<file path="config.mk">
export PLATFORM = sky130hd
export DESIGN_NAME = keypad_char_fifo_flat
export DESIGN_NICKNAME = d
export VERILOG_FILES = /design/src/rtl/keypad_char_fifo_pkg.sv /design/src/rtl/keypad_char_fifo_if.sv /design/src/rtl/keypad_char_fifo_sync_fifo.sv /design/src/rtl/keypad_char_fifo.sv /design/src/flat_wrapper.sv
export SDC_FILE = /design/constraint.sdc
export NUM_CORES = 1
export LEC_CHECK = 0
export ABC_AREA = 1
export CORE_UTILIZATION = 50
export CTS_CLUSTER_DIAMETER = 40
export CTS_CLUSTER_SIZE = 10
export DETAILED_ROUTE_END_ITERATION = 10
export GPL_TIMING_DRIVEN = 1
export MAX_ROUTING_LAYER = met4
export PLACE_DENSITY_LB_ADDON = 0.3
export SLEW_MARGIN = 20
export SYNTH_ARGS = -nofsm -noshare
export SYNTH_HDL_FRONTEND = slang
export SYNTH_SLANG_ARGS = --single-unit
</file>
<file path="constraint.sdc">
create_clock -name clk -period 1.88 [get_ports clk]
set_input_delay 0.47 -clock clk [delete_from_list [all_inputs] [get_ports clk]]
set_output_delay 0.47 -clock clk [all_outputs]
set_load 0.01 [all_outputs]
</file>
<file path="src/rtl/keypad_char_fifo_pkg.sv">
// Shared keypad definitions: FSM state encoding, ASCII constants and the
// raw active-low keypad code to ASCII mapping.
package keypad_pkg;

    typedef enum logic [1:0] {
        ST_IDLE     = 2'd0,
        ST_DEBOUNCE = 2'd1,
        ST_HELD     = 2'd2,
        ST_RELEASE  = 2'd3
    } kp_state_e;

    localparam logic [6:0] ASCII_DIGIT0   = 7'h30;
    localparam logic [6:0] ASCII_LETTER_A = 7'h41;
    localparam logic [6:0] ASCII_STAR     = 7'h2A;
    localparam logic [6:0] ASCII_HASH     = 7'h23;

    // Codes run downward: 4'hF is '0', 4'h6 is '9', 4'h5 is 'A', 4'h2 is 'D'.
    function automatic logic [6:0] key_to_ascii(input logic [3:0] code);
        logic [6:0] ch;
        if (code >= 4'h6) begin
            ch = ASCII_DIGIT0 + 7'(4'hF - code);
        end else if (code >= 4'h2) begin
            ch = ASCII_LETTER_A + 7'(4'h5 - code);
        end else if (code == 4'h1) begin
            ch = ASCII_STAR;
        end else begin
            ch = ASCII_HASH;
        end
        return ch;
    endfunction

endpackage

</file>
<file path="src/rtl/keypad_char_fifo_if.sv">
// Character stream handshake between the keypad FIFO and its consumer.
interface keypad_char_fifo_if #(
    parameter int CHAR_W = 8
);
    logic [CHAR_W-1:0] char_data;
    logic              char_valid;
    logic              char_ready;

    modport master (output char_data, output char_valid, input char_ready);
    modport slave  (input char_data, input char_valid, output char_ready);
endinterface

</file>
<file path="src/rtl/keypad_char_fifo_sync_fifo.sv">
// Single-clock FIFO with registered head output, occupancy count and flush.
// The head register is loaded from the entry that will be at the front next cycle.
module sync_fifo #(
    parameter int DEPTH = 8,
    parameter int WIDTH = 8
) (
    input  logic                     clk,
    input  logic                     rst,
    input  logic                     flush,
    input  logic                     wr_en,
    input  logic [WIDTH-1:0]         wr_data,
    input  logic                     rd_en,
    output logic [WIDTH-1:0]         rd_data,
    output logic                     rd_valid,
    output logic [$clog2(DEPTH):0]   count,
    output logic                     full,
    output logic                     empty
);
    localparam int AW = $clog2(DEPTH);
    localparam logic [AW:0] FULL_COUNT = (AW+1)'(DEPTH);

    logic [WIDTH-1:0] mem [DEPTH];
    logic [AW-1:0]    wr_ptr_reg;
    logic [AW-1:0]    rd_ptr_reg;
    logic [AW-1:0]    rd_ptr_next;
    logic [AW:0]      count_reg;
    logic [WIDTH-1:0] rd_data_reg;
    logic             push;
    logic             pop;

    assign empty       = (count_reg == '0);
    assign full        = (count_reg == FULL_COUNT);
    assign pop         = rd_en && !empty && !flush;
    assign push        = wr_en && (!full || pop) && !flush;
    assign rd_ptr_next = rd_ptr_reg + AW'(pop);

    always_ff @(posedge clk) begin
        if (push) begin
            mem[wr_ptr_reg] <= wr_data;
        end
    end

    always_ff @(posedge clk) begin
        if (rst || flush) begin
            wr_ptr_reg  <= '0;
            rd_ptr_reg  <= '0;
            count_reg   <= '0;
            rd_data_reg <= '0;
        end else begin
            wr_ptr_reg <= wr_ptr_reg + AW'(push);
            rd_ptr_reg <= rd_ptr_next;
            case ({push, pop})
                2'b10:   count_reg <= count_reg + 1'b1;
                2'b01:   count_reg <= count_reg - 1'b1;
                default: count_reg <= count_reg;
            endcase
            // The array write lands after this read, so a write to the next head slot is forwarded.
            if (push && (wr_ptr_reg == rd_ptr_next)) begin
                rd_data_reg <= wr_data;
            end else begin
                rd_data_reg <= mem[rd_ptr_next];
            end
        end
    end

    assign rd_data  = rd_data_reg;
    assign rd_valid = !empty;
    assign count    = count_reg;

endmodule

</file>
<file path="src/rtl/keypad_char_fifo.sv">
// Keypad front end: debounces press and release, emits one ASCII character per
// press into a FIFO and reports dropped characters through a sticky flag.
module keypad_char_fifo
    import keypad_pkg::*;
#(
    parameter int DEBOUNCE_CYCLES = 50000,
    parameter int DEPTH           = 8,
    parameter int CHAR_W          = 8
) (
    input  logic                     clk,
    input  logic                     rst,
    input  logic [3:0]               key_code,
    input  logic                     key_pressed,
    input  logic                     flush,
    keypad_char_fifo_if.master       chars,
    output logic [$clog2(DEPTH):0]   fill_count,
    output logic                     overflow
);
    localparam int CNT_W = $clog2(DEBOUNCE_CYCLES);
    localparam logic [CNT_W-1:0] CNT_MAX = CNT_W'(DEBOUNCE_CYCLES - 1);

    kp_state_e         state_reg, state_next;
    logic [CNT_W-1:0]  cnt_reg, cnt_next;
    logic [3:0]        code_reg, code_next;
    logic              armed_reg, armed_next;
    logic              push_reg, push_next;
    logic [CHAR_W-1:0] char_reg, char_next;
    logic              overflow_reg;
    logic              fifo_full;
    logic              fifo_empty;

    // armed_reg blocks a key that was already down when reset released.
    always_ff @(posedge clk) begin
        if (rst) begin
            state_reg <= ST_IDLE;
            cnt_reg   <= '0;
            code_reg  <= '0;
            armed_reg <= 1'b0;
            push_reg  <= 1'b0;
            char_reg  <= '0;
        end else begin
            state_reg <= state_next;
            cnt_reg   <= cnt_next;
            code_reg  <= code_next;
            armed_reg <= armed_next;
            push_reg  <= push_next;
            char_reg  <= char_next;
        end
    end

    always_comb begin
        state_next = state_reg;
        cnt_next   = cnt_reg;
        code_next  = code_reg;
        armed_next = armed_reg;
        case (state_reg)
            ST_IDLE: begin
                armed_next = armed_reg | ~key_pressed;
                if (key_pressed && armed_reg) begin
                    state_next = ST_DEBOUNCE;
                    code_next  = key_code;
                    cnt_next   = '0;
                end
            end
            ST_DEBOUNCE: begin
                if (!key_pressed || (key_code != code_reg)) begin
                    state_next = ST_IDLE;
                end else if (cnt_reg == CNT_MAX) begin
                    state_next = ST_HELD;
                end else begin
                    cnt_next = cnt_reg + CNT_W'(1);
                end
            end
            ST_HELD: begin
                if (!key_pressed) begin
                    state_next = ST_RELEASE;
                    cnt_next   = '0;
                end
            end
            ST_RELEASE: begin
                if (key_pressed) begin
                    state_next = ST_HELD;
                end else if (cnt_reg == CNT_MAX) begin
                    state_next = ST_IDLE;
                end else begin
                    cnt_next = cnt_reg + CNT_W'(1);
                end
            end
            default: state_next = ST_IDLE;
        endcase
    end

    always_comb begin
        push_next = (state_reg == ST_DEBOUNCE) && key_pressed &&
                    (key_code == code_reg) && (cnt_reg == CNT_MAX);
        char_next = CHAR_W'(key_to_ascii(code_reg));
    end

    always_ff @(posedge clk) begin
        if (rst || flush) begin
            overflow_reg <= 1'b0;
        end else if (push_reg && fifo_full && !chars.char_ready) begin
            overflow_reg <= 1'b1;
        end
    end

    sync_fifo #(
        .DEPTH (DEPTH),
        .WIDTH (CHAR_W)
    ) u_fifo (
        .clk      (clk),
        .rst      (rst),
        .flush    (flush),
        .wr_en    (push_reg),
        .wr_data  (char_reg),
        .rd_en    (chars.char_ready),
        .rd_data  (chars.char_data),
        .rd_valid (chars.char_valid),
        .count    (fill_count),
        .full     (fifo_full),
        .empty    (fifo_empty)
    );

    assign overflow = overflow_reg;

endmodule
</file>
<file path="src/flat_wrapper.sv">
// flat-port wrapper written by rule: the top's interface ports become plain ports
module keypad_char_fifo_flat import keypad_pkg::*;
#(
    parameter int DEBOUNCE_CYCLES = 50000,
    parameter int DEPTH           = 8,
    parameter int CHAR_W          = 8
)
  (clk, rst, key_code, key_pressed, flush, fill_count, overflow, chars_char_data, chars_char_valid, chars_char_ready);
  keypad_char_fifo_if #(.CHAR_W(CHAR_W)) chars_i ();
  input  logic clk;
  input  logic rst;
  input  logic [3:0] key_code;
  input  logic key_pressed;
  input  logic flush;
  output logic [$clog2(DEPTH):0] fill_count;
  output logic overflow;
  output wire logic [$bits(chars_i.char_data)-1:0] chars_char_data;
  output wire logic [$bits(chars_i.char_valid)-1:0] chars_char_valid;
  input wire logic [$bits(chars_i.char_ready)-1:0] chars_char_ready;
  assign chars_char_data = chars_i.char_data;
  assign chars_char_valid = chars_i.char_valid;
  assign chars_i.char_ready = chars_char_ready;
  keypad_char_fifo #(.DEBOUNCE_CYCLES(DEBOUNCE_CYCLES), .DEPTH(DEPTH), .CHAR_W(CHAR_W)) u_core (.clk(clk), .rst(rst), .key_code(key_code), .key_pressed(key_pressed), .flush(flush), .chars(chars_i), .fill_count(fill_count), .overflow(overflow));
endmodule
</file>
After elaboration in Yosys (flattened, before gate mapping)
Memory sizes are Yosys's and may differ from the RTL's. A register that Yosys moved wholly into a read port is not among the register bits. Cells that the tools add are included.

Flip-flop bits (word level): 43. RAM bits: 64. Input bits: 9. Output and inout bits: 14. Logic and storage cells: 84. Memories: 1.

Memories: u_core.u_fifo.mem (words 8, bits a word 8, rd ports 1, clocked after memory_dff 1, wr ports 1, line keypad_char_fifo_sync_fifo.sv:22) `logic [WIDTH-1:0] mem [DEPTH];`.

Add/sub/neg operators: 9. Order comparisons: 2. Equality and inequality tests: 16. Mux-type cells: 19. Bitwise gates (word level): 2. Reductions and logical operators: 24.

Operators with widths (number): 16-bit 2-to-1 mux (5); 16-bit one-hot mux with 4 select lines (1); 16-bit by 1-bit adder with 16-bit output (second input constant) (1); 16-bit equality test (second input constant) (1); 7-bit 2-to-1 mux (2); 2-bit 2-to-1 mux (6); 1-bit logical AND (10); 2-bit one-hot mux with 4 select lines (1); 4-bit one-hot mux with 2 select lines (1); 4-bit AND reduction (2); 6-bit by 7-bit adder with 7-bit output (first input constant) (1); 7-bit adder (first input constant) (1); 3-bit by 1-bit adder with 3-bit output (2); 2-bit equality test (second input constant) (3); 2-bit inequality test (second input constant) (3); 1-bit zero test (5); 3-bit by 4-bit subtractor with 5-bit output (first input constant) (1); 4-bit by 4-bit subtractor with 5-bit output (first input constant) (1); 4-bit by 1-bit adder with 4-bit output (second input constant) (1); 2-bit by 1-bit equality test with 1-bit output (second input constant) (2); 4-bit by 1-bit equality test with 1-bit output (second input constant) (1); 4-bit equality test (1); 4-bit equality test (second input constant) (1); 4-bit by 2-bit >= comparator with 1-bit output (second input constant) (1); other kinds (15) (18).

Depth between registers and ports, before layout
Gate-level depths: netlist of run 1.

Depth after elaboration: 9. Gate-level depth with buffers: 15. Gate-level depth less buffers: 15.

Hierarchy
From an unflattened synthesis of run 1, not the netlist that was laid out.

Cell total of the unflattened synthesis: 733. Area, all modules: 5808.1 um2.

By module, submodules not included: sync_fifo (instances 1, cells an instance 410, area an instance 3746.1 um2, sequential area each 2282.2 um2); keypad_char_fifo (instances 1, cells an instance 323, area an instance 2062.0 um2, sequential area each 640.6 um2).

Worst setup path before layout of run 1
No wires, ideal clock.

Path type: register -> register. From: register u_core.u_fifo.count_reg[0] (netlist: u_core.u_fifo.count[0]). To: register u_core.u_fifo.rd_data_reg[2] (netlist: u_core.u_fifo.rd_data[2]), read port of u_core.u_fifo.mem. Setup time: 0.064 ns. Data arrival time: 2.116 ns. Required time: 1.816 ns. Setup slack: -0.300 ns. Stages on the path, launching flop included: 15. Buffers on the path: 1. Period minus slack after synthesis: 2.180 ns. Path through: dfxtp_1 -> nor2_1 -> nand3_1 -> nand2_1 -> nor2_1 -> ha_1 -> ha_1 -> inv_1 -> clkbuf_1 -> o21ai_0 -> o22ai_1 -> nand2_1 -> nand2_1 -> nor2_1 -> nor2_1.

Longest elaborated chain between the ends: 5.

RTL lines: from (decl) (line keypad_char_fifo_sync_fifo.sv:26) `logic [AW:0] count_reg;`; from (signal assigned) (line keypad_char_fifo_sync_fifo.sv:53) `2'b10: count_reg <= count_reg + 1'b1;`; from (signal assigned) (line keypad_char_fifo_sync_fifo.sv:54) `2'b01: count_reg <= count_reg - 1'b1;`; from (signal assigned) (line keypad_char_fifo_sync_fifo.sv:55) `default: count_reg <= count_reg;`; 4-bit zero test (line keypad_char_fifo_sync_fifo.sv:31) `assign empty = (count_reg == '0);`; 1-bit zero test; net chars_char_valid (line flat_wrapper.sv:18) `output wire logic [$bits(chars_i.char_valid)-1:0] chars_char_valid;`; 1-bit logical AND (2 in series) (line keypad_char_fifo_sync_fifo.sv:33) `assign pop = rd_en && !empty && !flush;`; 3-bit by 1-bit adder with 3-bit output (line keypad_char_fifo_sync_fifo.sv:35) `assign rd_ptr_next = rd_ptr_reg + AW'(pop);`; net u_core.u_fifo.rd_ptr_next[1] (line keypad_char_fifo_sync_fifo.sv:25) `logic [AW-1:0] rd_ptr_next;`; to (decl) (line keypad_char_fifo_sync_fifo.sv:27) `logic [WIDTH-1:0] rd_data_reg;`.

The timed path passes the listed nets, and every way through them passes these cells. A chain may end at the register's enable or synchronous reset.

Worst setup path in the final report of run 1
From: register u_core.u_fifo.count_reg[0] (netlist: u_core.u_fifo.count[0]). To: register u_core.u_fifo.rd_data_reg[6] (netlist: u_core.u_fifo.rd_data[6]), read port of u_core.u_fifo.mem.

Longest elaborated chain between the ends: 5.

RTL lines (line): 4-bit zero test (keypad_char_fifo_sync_fifo.sv:31); 1-bit zero test (keypad_char_fifo_sync_fifo.sv:33); 1-bit logical AND (2 in series) (keypad_char_fifo_sync_fifo.sv:33); 3-bit by 1-bit adder with 3-bit output (keypad_char_fifo_sync_fifo.sv:35); net u_core.u_fifo.rd_ptr_next[1] (keypad_char_fifo_sync_fifo.sv:25).

The timed path passes the listed nets, and every way through them passes these cells.

==> impl_results.md, run 1 <==
* Filler cells at 819
* Detail Route Antenna Nets at 0
* Post-Synth Simple-Gate Area at 0.2534
* IO buf count at 21
* Row count at 36
* Proportion of layout cells with a drive suffix above 1 at 0.1865
* DR pass1 iterations at 4
* CP endpoint kind: flop
* I/O pins at 23
* TritonCTS buffer count at 9
* Skew final at 0.009109 ns
* Worst setup margin at -0.06012 ns
* Syn_area_per_cell at 8.495 um2
* R2R cell count at 13
* Leak at 2.357 nW
* Number of remaining DRC errors at 0
* CP max stage cell: dfxtp_2
* Clock tree from TritonCTS: done
* Setup-failing EPs final at 9
* Main combinational cell family by area after synthesis: simple AND/OR/NAND/NOR gates
* Peak VDD IR at 0.6002 mV
* CTS Root Cell: clkbuf_8
* Outcome: complete, but fails checks
* Number of global-route vias before repair at 3936
* Synth Warn # at 0
* GR Overflow Total at 0
* # Max-Cap Violations at 0
* Hold buffer count at CTS at 0
* Via count at 4163
* First-pass GRT wire length at 17750 um
* Worst R2R End: u_core.u_fifo.rd_data[6]
* Synth cell types at 41
* RSZ-0062 raised after global routing: true
* Clk buf depth at 2
* Sequential share of the synthesized area at 0.5286
* Crit Path Max Fanout at 8
* H-tree depth at 3
* Worst reg2reg startpoint: u_core.u_fifo.count[0]
* Kind of critical path: flop to flop
* Core area at 9774 um2
* GPL Wtd Cong at 0.9535
* Nets at 682
* Failing checks: negative setup slack
* ANT cells at 0
* Area of the multi-input gates at 2210 um2
* Min-delay worst type: flop to flop
* Met2 usage at 0.3800
* Met1 Use GR at 0.2770
* Grt peak-use layer: met2
* Compound-Gate Fraction of Synth Area at 0.1053
* Synthesized cell area at 5037 um2
* Period minus WS final at 1.940 ns
* Worst EP arrival at 2.22 ns
* R2R setup slack at -0.06 ns
* Mux cell area share after synthesis at 0
* Total Routing Usage GR at 0.2292
* Clock-pin slew on the worst setup and hold paths at 0.10 ns
* Largest net degree at the start of global routing at 29
* Met3 GRT Util at 0.04514
* Initial antenna violation count at 0
* Max Slew Vio Count at 0
* Max reg flops at 56
* Hold Vio Cnt, Final at 0
* Die area at 10480 um2
* Crit path largest cell delay at 0.35 ns
* Initial Utilization at 0.5154
* DPL Wire Length at 7708 um
* Adder-cell area share of the yosys netlist at 0.03229
* Cells after synthesis at 593
* Synth-to-layout area growth at 20.09%
* Via density at 5.217
* Worst path cell trace: nor2_4, nand3_2, nand2_2, nor2_4, ha_4, ha_4, inv_4, nand2_2, nand4_1, nor2_4, nand2_4, o21ai_2, nor2_1
* Wirelength per Cell at 13.61 um
* CP most frequent cell: nor2_4
* Crit share post-route at 1.032
* Crit path from: u_core.u_fifo.count[0]
* First DRT Iteration DRCs at 174
* Critical path endpoint: u_core.u_fifo.rd_data[6]
* Routed WL at 10860 um
* Synth Register Bits at 105
* Xor-xnor portion of the synthesized cell area at 0.02285
* Sequential cell area at 2668 um2
* Placed Area at 5742 um2
* Critical Path RT at 2.16 ns
* Core Util, Final at 0.6189
* Cell area after layout at 6050 um2
* Skew-Pair Late Insertion Delay at 0.38 ns
* Pwr Density at 806.0 nW/um2
* Crit start category: flop
* Post-synthesis net count at 615
* Fmax achieved at 0.5154 GHz
* DIE HEIGHT at 102.4 um
* Total clock sinks at 105
* Die width at 102.4 um
## metal layers
layer	vias to the layer above	part of all wire	wire, um
met1	1940	0.44	4795
met3	18	0.051	556
met2	108	0.49	5290
met4	0	0.020	217
met5	-	0	0
li1	2097	-	-
## report_power, final
group	internal, W	switching [W]	leakage, nW
sequential	0.00257	0.000167	0.911
clock	0.000507	0.000819	0.0982
combinational	0.000271	0.000541	1.35
total	0.00335	0.00153	2.36
## kinds of logic after synthesis
kind of cell    after synthesis
buf+inv                      68
simple gates                298
xor+xnor                     11
other cells                   1
flops                       105
fa+ha+maj                    13
compound gates               97
## Yosys cell counts
cell type | instances | share of area
clkinv_1 | 1 | 0.00074
dfxtp_1 | 49 | 0.19
a21o_1 | 1 | 0.0015
o21ai_0 | 39 | 0.039
clkinv_4 | 1 | 0.0017
nand2_4 | 2 | 0.0045
xnor2_4 | 1 | 0.0055
a21oi_2 | 1 | 0.0017
o221ai_1 | 1 | 0.0017
nor2_2 | 4 | 0.0050
o22ai_1 | 14 | 0.017
o31ai_1 | 1 | 0.0015
o21bai_1 | 3 | 0.0045
xor2_1 | 5 | 0.0087
nand3_1 | 24 | 0.024
buf_4 | 1 | 0.0015
xnor2_1 | 5 | 0.0087
buf_2 | 4 | 0.0040
nand4_1 | 6 | 0.0075
a21oi_1 | 29 | 0.029
a22oi_2 | 1 | 0.0025
or2_2 | 1 | 0.0012
inv_1 | 44 | 0.033
nor3b_1 | 1 | 0.0015
clkbuf_1 | 8 | 0.0060
o21ai_1 | 7 | 0.0070
nand3b_1 | 2 | 0.0030
ha_1 | 13 | 0.032
nand3_4 | 1 | 0.0035
nand2_2 | 4 | 0.0050
nor2_4 | 1 | 0.0022
inv_2 | 6 | 0.0045
nand3_2 | 3 | 0.0060
nand2_1 | 134 | 0.10
edfxtp_1 | 56 | 0.33
nor2_1 | 108 | 0.080
inv_4 | 1 | 0.0012
nor3_1 | 6 | 0.0060
conb_1 | 1 | 0.00074
nor2_8 | 1 | 0.0040
buf_6 | 2 | 0.0045
## cell usage in the layout, fill, tap and decap left out, types with 10 or more instances in the layout
cell	count
o22ai_1	14
buf_4	48
clkdlybuf4s50_1	16
a21oi_1	28
nand2_1	131
dfxtp_1	47
edfxtp_1	56
o21ai_0	38
inv_2	10
inv_1	39
ha_1	10
nand3_1	22
nor2_1	100
## how the worst min path moves through the flow
stage,depth (start not counted),slack [ns],endpoint,startpoint
after global placement,2,0.44,u_core.overflow,u_core.overflow
after global routing,2,0.50,u_core.overflow,u_core.overflow
after floorplan,2,0.44,u_core.armed_reg,u_core.armed_reg
final,2,0.46,u_core.overflow,u_core.overflow
after detailed placement,2,0.45,u_core.overflow,u_core.overflow
after CTS,2,0.46,u_core.overflow,u_core.overflow
## critical path: cells and delay by family (launching register included)
kind | cells | cell delay [ns]
buffers and inverters | 1 | 0.05
and+or+nand+nor | 9 | 0.82
adders and majority gates | 2 | 0.45
DFF | 1 | 0.35
AOI/OAI and AO/OA | 1 | 0.16
## what timing repair did
item                                   4_1_cts  5_1_grt
pin swaps                                   15        9
endpoints found under the hold margin        0        0
gates resized for setup                     29        5
setup buffers                                4        0
setup endpoints to repair                   12       11
## per-stage QoR
stage	hold slack (ns)	TNS (ns)	std cells	worst slack (ns)	total power, W
6_report	0.4588	-0.3573	798	-0.06012	0.004876
5_1_grt	0.4998	-1.494	798	-0.1791	0.005104
4_1_cts	0.4640	-0.4594	798	-0.06928	0.004898
3_5_place_dp	0.4498	-16.43	778	-0.5592	0.003592
3_3_place_gp	0.4448	-14.86	778	-0.4926	0.003562
2_1_floorplan	0.4366	-0.8114	593	-0.1051	0.003340
## layout make-up
class | instances | area share
clock buffers | 9 | 0.02048
clock inverters | 7 | 0.01055
inverters | 53 | 0.03495
multi-input cells | 420 | 0.3653
flip-flops and latches | 105 | 0.4410
well taps | 133 | 0.02751
repair buffers | 71 | 0.1003
Note: power is estimated with default switching activity, not from simulation.
==> run 2, diff against run 1 <==
--- a/config.mk
+++ b/config.mk
@@ -11,6 +11,7 @@
 export CTS_CLUSTER_SIZE = 10
 export DETAILED_ROUTE_END_ITERATION = 10
 export GPL_TIMING_DRIVEN = 1
+export HOLD_SLACK_MARGIN = 0.08
 export MAX_ROUTING_LAYER = met4
 export PLACE_DENSITY_LB_ADDON = 0.3
 export SLEW_MARGIN = 20
==> results of run 2 <==
Same layout as run 1: the final DEF is identical, and so are final timing and power.
==> run 3, diff against run 2 <==
--- a/config.mk
+++ b/config.mk
@@ -14,7 +14,9 @@
 export HOLD_SLACK_MARGIN = 0.08
 export MAX_ROUTING_LAYER = met4
 export PLACE_DENSITY_LB_ADDON = 0.3
+export REMOVE_ABC_BUFFERS = 1
 export SLEW_MARGIN = 20
 export SYNTH_ARGS = -nofsm -noshare
 export SYNTH_HDL_FRONTEND = slang
 export SYNTH_SLANG_ARGS = --single-unit
+export TNS_END_PERCENT = 100
==> run 3 against run 2 <==
The run still ends with negative setup slack left. Sequential cell count did not move. Highest routed layer unchanged. Critical path type unchanged. Clock skew rose by 0.0062 ns. Design area is 0.54% higher. Critical endpoint is now u_core.u_fifo.rd_data[0]. Fmax decreased by 2.2%.
==> impl_results.md, run 3 (synthesis results as in run 1) <==
* ANT cells at 0
* Placed Instances at 774
* Die width at 102.4 um
* CP max stage cell: dfxtp_2
* Core area at 9774 um2
* Total clock sinks at 105
* Worst EP arrival at 2.25 ns
* Failing checks: negative setup slack
* Clock-pin slew on the worst setup and hold paths at 0.11 ns
* DIE HEIGHT at 102.4 um
* First DRT Iteration DRCs at 181
* Hold Worst Slack at 0.4604 ns
* Setup-failing EPs final at 8
* Initial Utilization at 0.5154
* Hold Crit Start: u_core.overflow
* H-tree depth at 3
* DPL Wire Length at 7323 um
* Hold Vio Cnt, Final at 0
* Filler cells at 807
* Via count at 4094
* Detail Route Antenna Nets at 0
* CP endpoint kind: flop
* Combinational power share at 0.164
* Kind of critical path: flop to flop
* RSZ-0062 raised after global routing: true
* Total Routing Usage GR at 0.2222
* CTS Root Cell: clkbuf_8
* Initial antenna violation count at 0
* Critical Path RT at 2.14 ns
* DR pass1 iterations at 5
* Die area at 10480 um2
* Top delay family on crit path: simple AND/OR/NAND/NOR gates
* Period minus WS final at 1.984 ns
* Min-delay worst type: flop to flop
* Clk network pwr share at 0.272
* Switching Power at 0.001508 W
* Commonest non-fill, non-tap cell in the layout: nand2_1
* Nets at 680
* Outcome: complete, but fails checks
* Via density at 5.143
* Row count at 36
* Routed WL at 10530 um
* GPL Wtd Cong at 0.8532
* Cell area after layout at 6082 um2
* Pwr Density at 798.6 nW/um2
* I/O pins at 23
* Crit share post-route at 1.055
* Net switching fraction of the power at 0.3104
* Worst path cell trace: nor2_4, nand3_2, nand2_2, nor2_4, ha_4, ha_4, inv_4, nand2_2, nand4_1, nor2_2, nand2_4, o21ai_1, nor2_1
* Most frequent cells in the layout: nand2_1 (131), nor2_1 (102), edfxtp_1 (56), dfxtp_1 (45), buf_4 (43)
* Max reg flops at 56
* Skew final at 0.01536 ns
* Worst reg2reg startpoint: u_core.u_fifo.count[0]
* GR Overflow Total at 0
* First-pass GRT wire length at 17460 um
* Skew-Pair Late Insertion Delay at 0.37 ns
* # Max-Cap Violations at 0
* Post-route insts no fill at 796
* Leak at 2.366 nW
* Synth-to-layout area growth at 20.74%
* Crit start category: flop
* Sequential share of power at 0.564
* Largest net degree at the start of global routing at 29
* Proportion of layout cells with a drive suffix above 1 at 0.1840
* Hold buffer count at CTS at 0
* WP buf/inv at 1
* Crit path from: u_core.u_fifo.count[0]
* Crit Path Max Fanout at 8
* Max Slew Vio Count at 0
* Number of remaining DRC errors at 0
* IO buf count at 21
* Power Internal at 0.003350 W
* Clock tree from TritonCTS: done
* Number of global-route vias before repair at 3801
* Fmax achieved at 0.5040 GHz
* TritonCTS buffer count at 9
* Placed Area at 5699 um2
* Peak VDD IR at 0.7584 mV
* Crit path largest cell delay at 0.35 ns
* Worst setup margin at -0.1041 ns
* Wirelength per Cell at 13.23 um
* Clk buf depth at 2
## run 3: path summary, 6_finish.rpt
path	end	slack, ns	depth (start not counted)
max	u_core.u_fifo.rd_data[0]	-0.10	13
min	u_core.overflow	0.46	2
max reg2reg	u_core.u_fifo.rd_data[0]	-0.10	13
min reg2reg	u_core.overflow	0.46	2
## run 3: tightest hold or removal path: stages (launching register included)
cell,delay [ns]
dfxtp_1,0.32
inv_1,0.05
a21oi_1,0.06
## run 3: repair_timing
action / CTS / global route
buffers inserted: 3 / 3
gates resized for setup: 31 / 20
setup endpoints to repair: 12 / 14
pin swaps: 8 / 16
## run 3: area by class of cell
| class | count | area (um2) | share of cell area |
|---|---|---|---|
| Timing Repair Buffer | 69 | 626.9 | 0.1031 |
| Multi-Input combinational cell | 420 | 2230 | 0.3666 |
| Clock buffer | 9 | 123.9 | 0.02037 |
| Inverter | 53 | 209.0 | 0.03436 |
| Tap cell | 133 | 166.4 | 0.02736 |
| Clock inverter | 7 | 58.81 | 0.009669 |
| Sequential cell | 105 | 2668 | 0.4386 |
## run 3: power by group through the flow
| stage | sequential (W) | clock (W) | combinational, W |
|---|---|---|---|
| 6_report | 0.00274 | 0.00132 | 0.000798 |
| 2_1_floorplan | 0.00272 | 0 | 0.000564 |
| 3_5_place_dp | 0.00279 | 0 | 0.000788 |
| 4_1_cts | 0.00274 | 0.00134 | 0.000790 |
| 3_3_place_gp | 0.00278 | 0 | 0.000769 |
| 5_1_grt | 0.00276 | 0.00144 | 0.000883 |
## run 3: per-layer routing
| layer | vias up | GRT usage | part of all wire |
|---|---|---|---|
| li1 | 2095 | - | - |
| met1 | 1882 | 0.2863 | 0.45 |
| met2 | 104 | 0.3609 | 0.49 |
| met3 | 13 | 0.04104 | 0.048 |
| met4 | 0 | 0.05824 | 0.012 |
| met5 | - | - | 0 |
## run 3: through the flow
stage	setup TNS [ns]	power (W)	worst slack, ns	util
after global placement	-14.11	0.003552	-0.5023	0.5831
after CTS	-0.05817	0.004867	-0.04822	0.6134
after global routing	-1.606	0.005086	-0.1943	0.6222
after floorplan	-5.628	0.003288	-0.7280	-
final	-0.6149	0.004857	-0.1041	0.6222
after detailed placement	-16.41	0.003577	-0.5712	0.5831
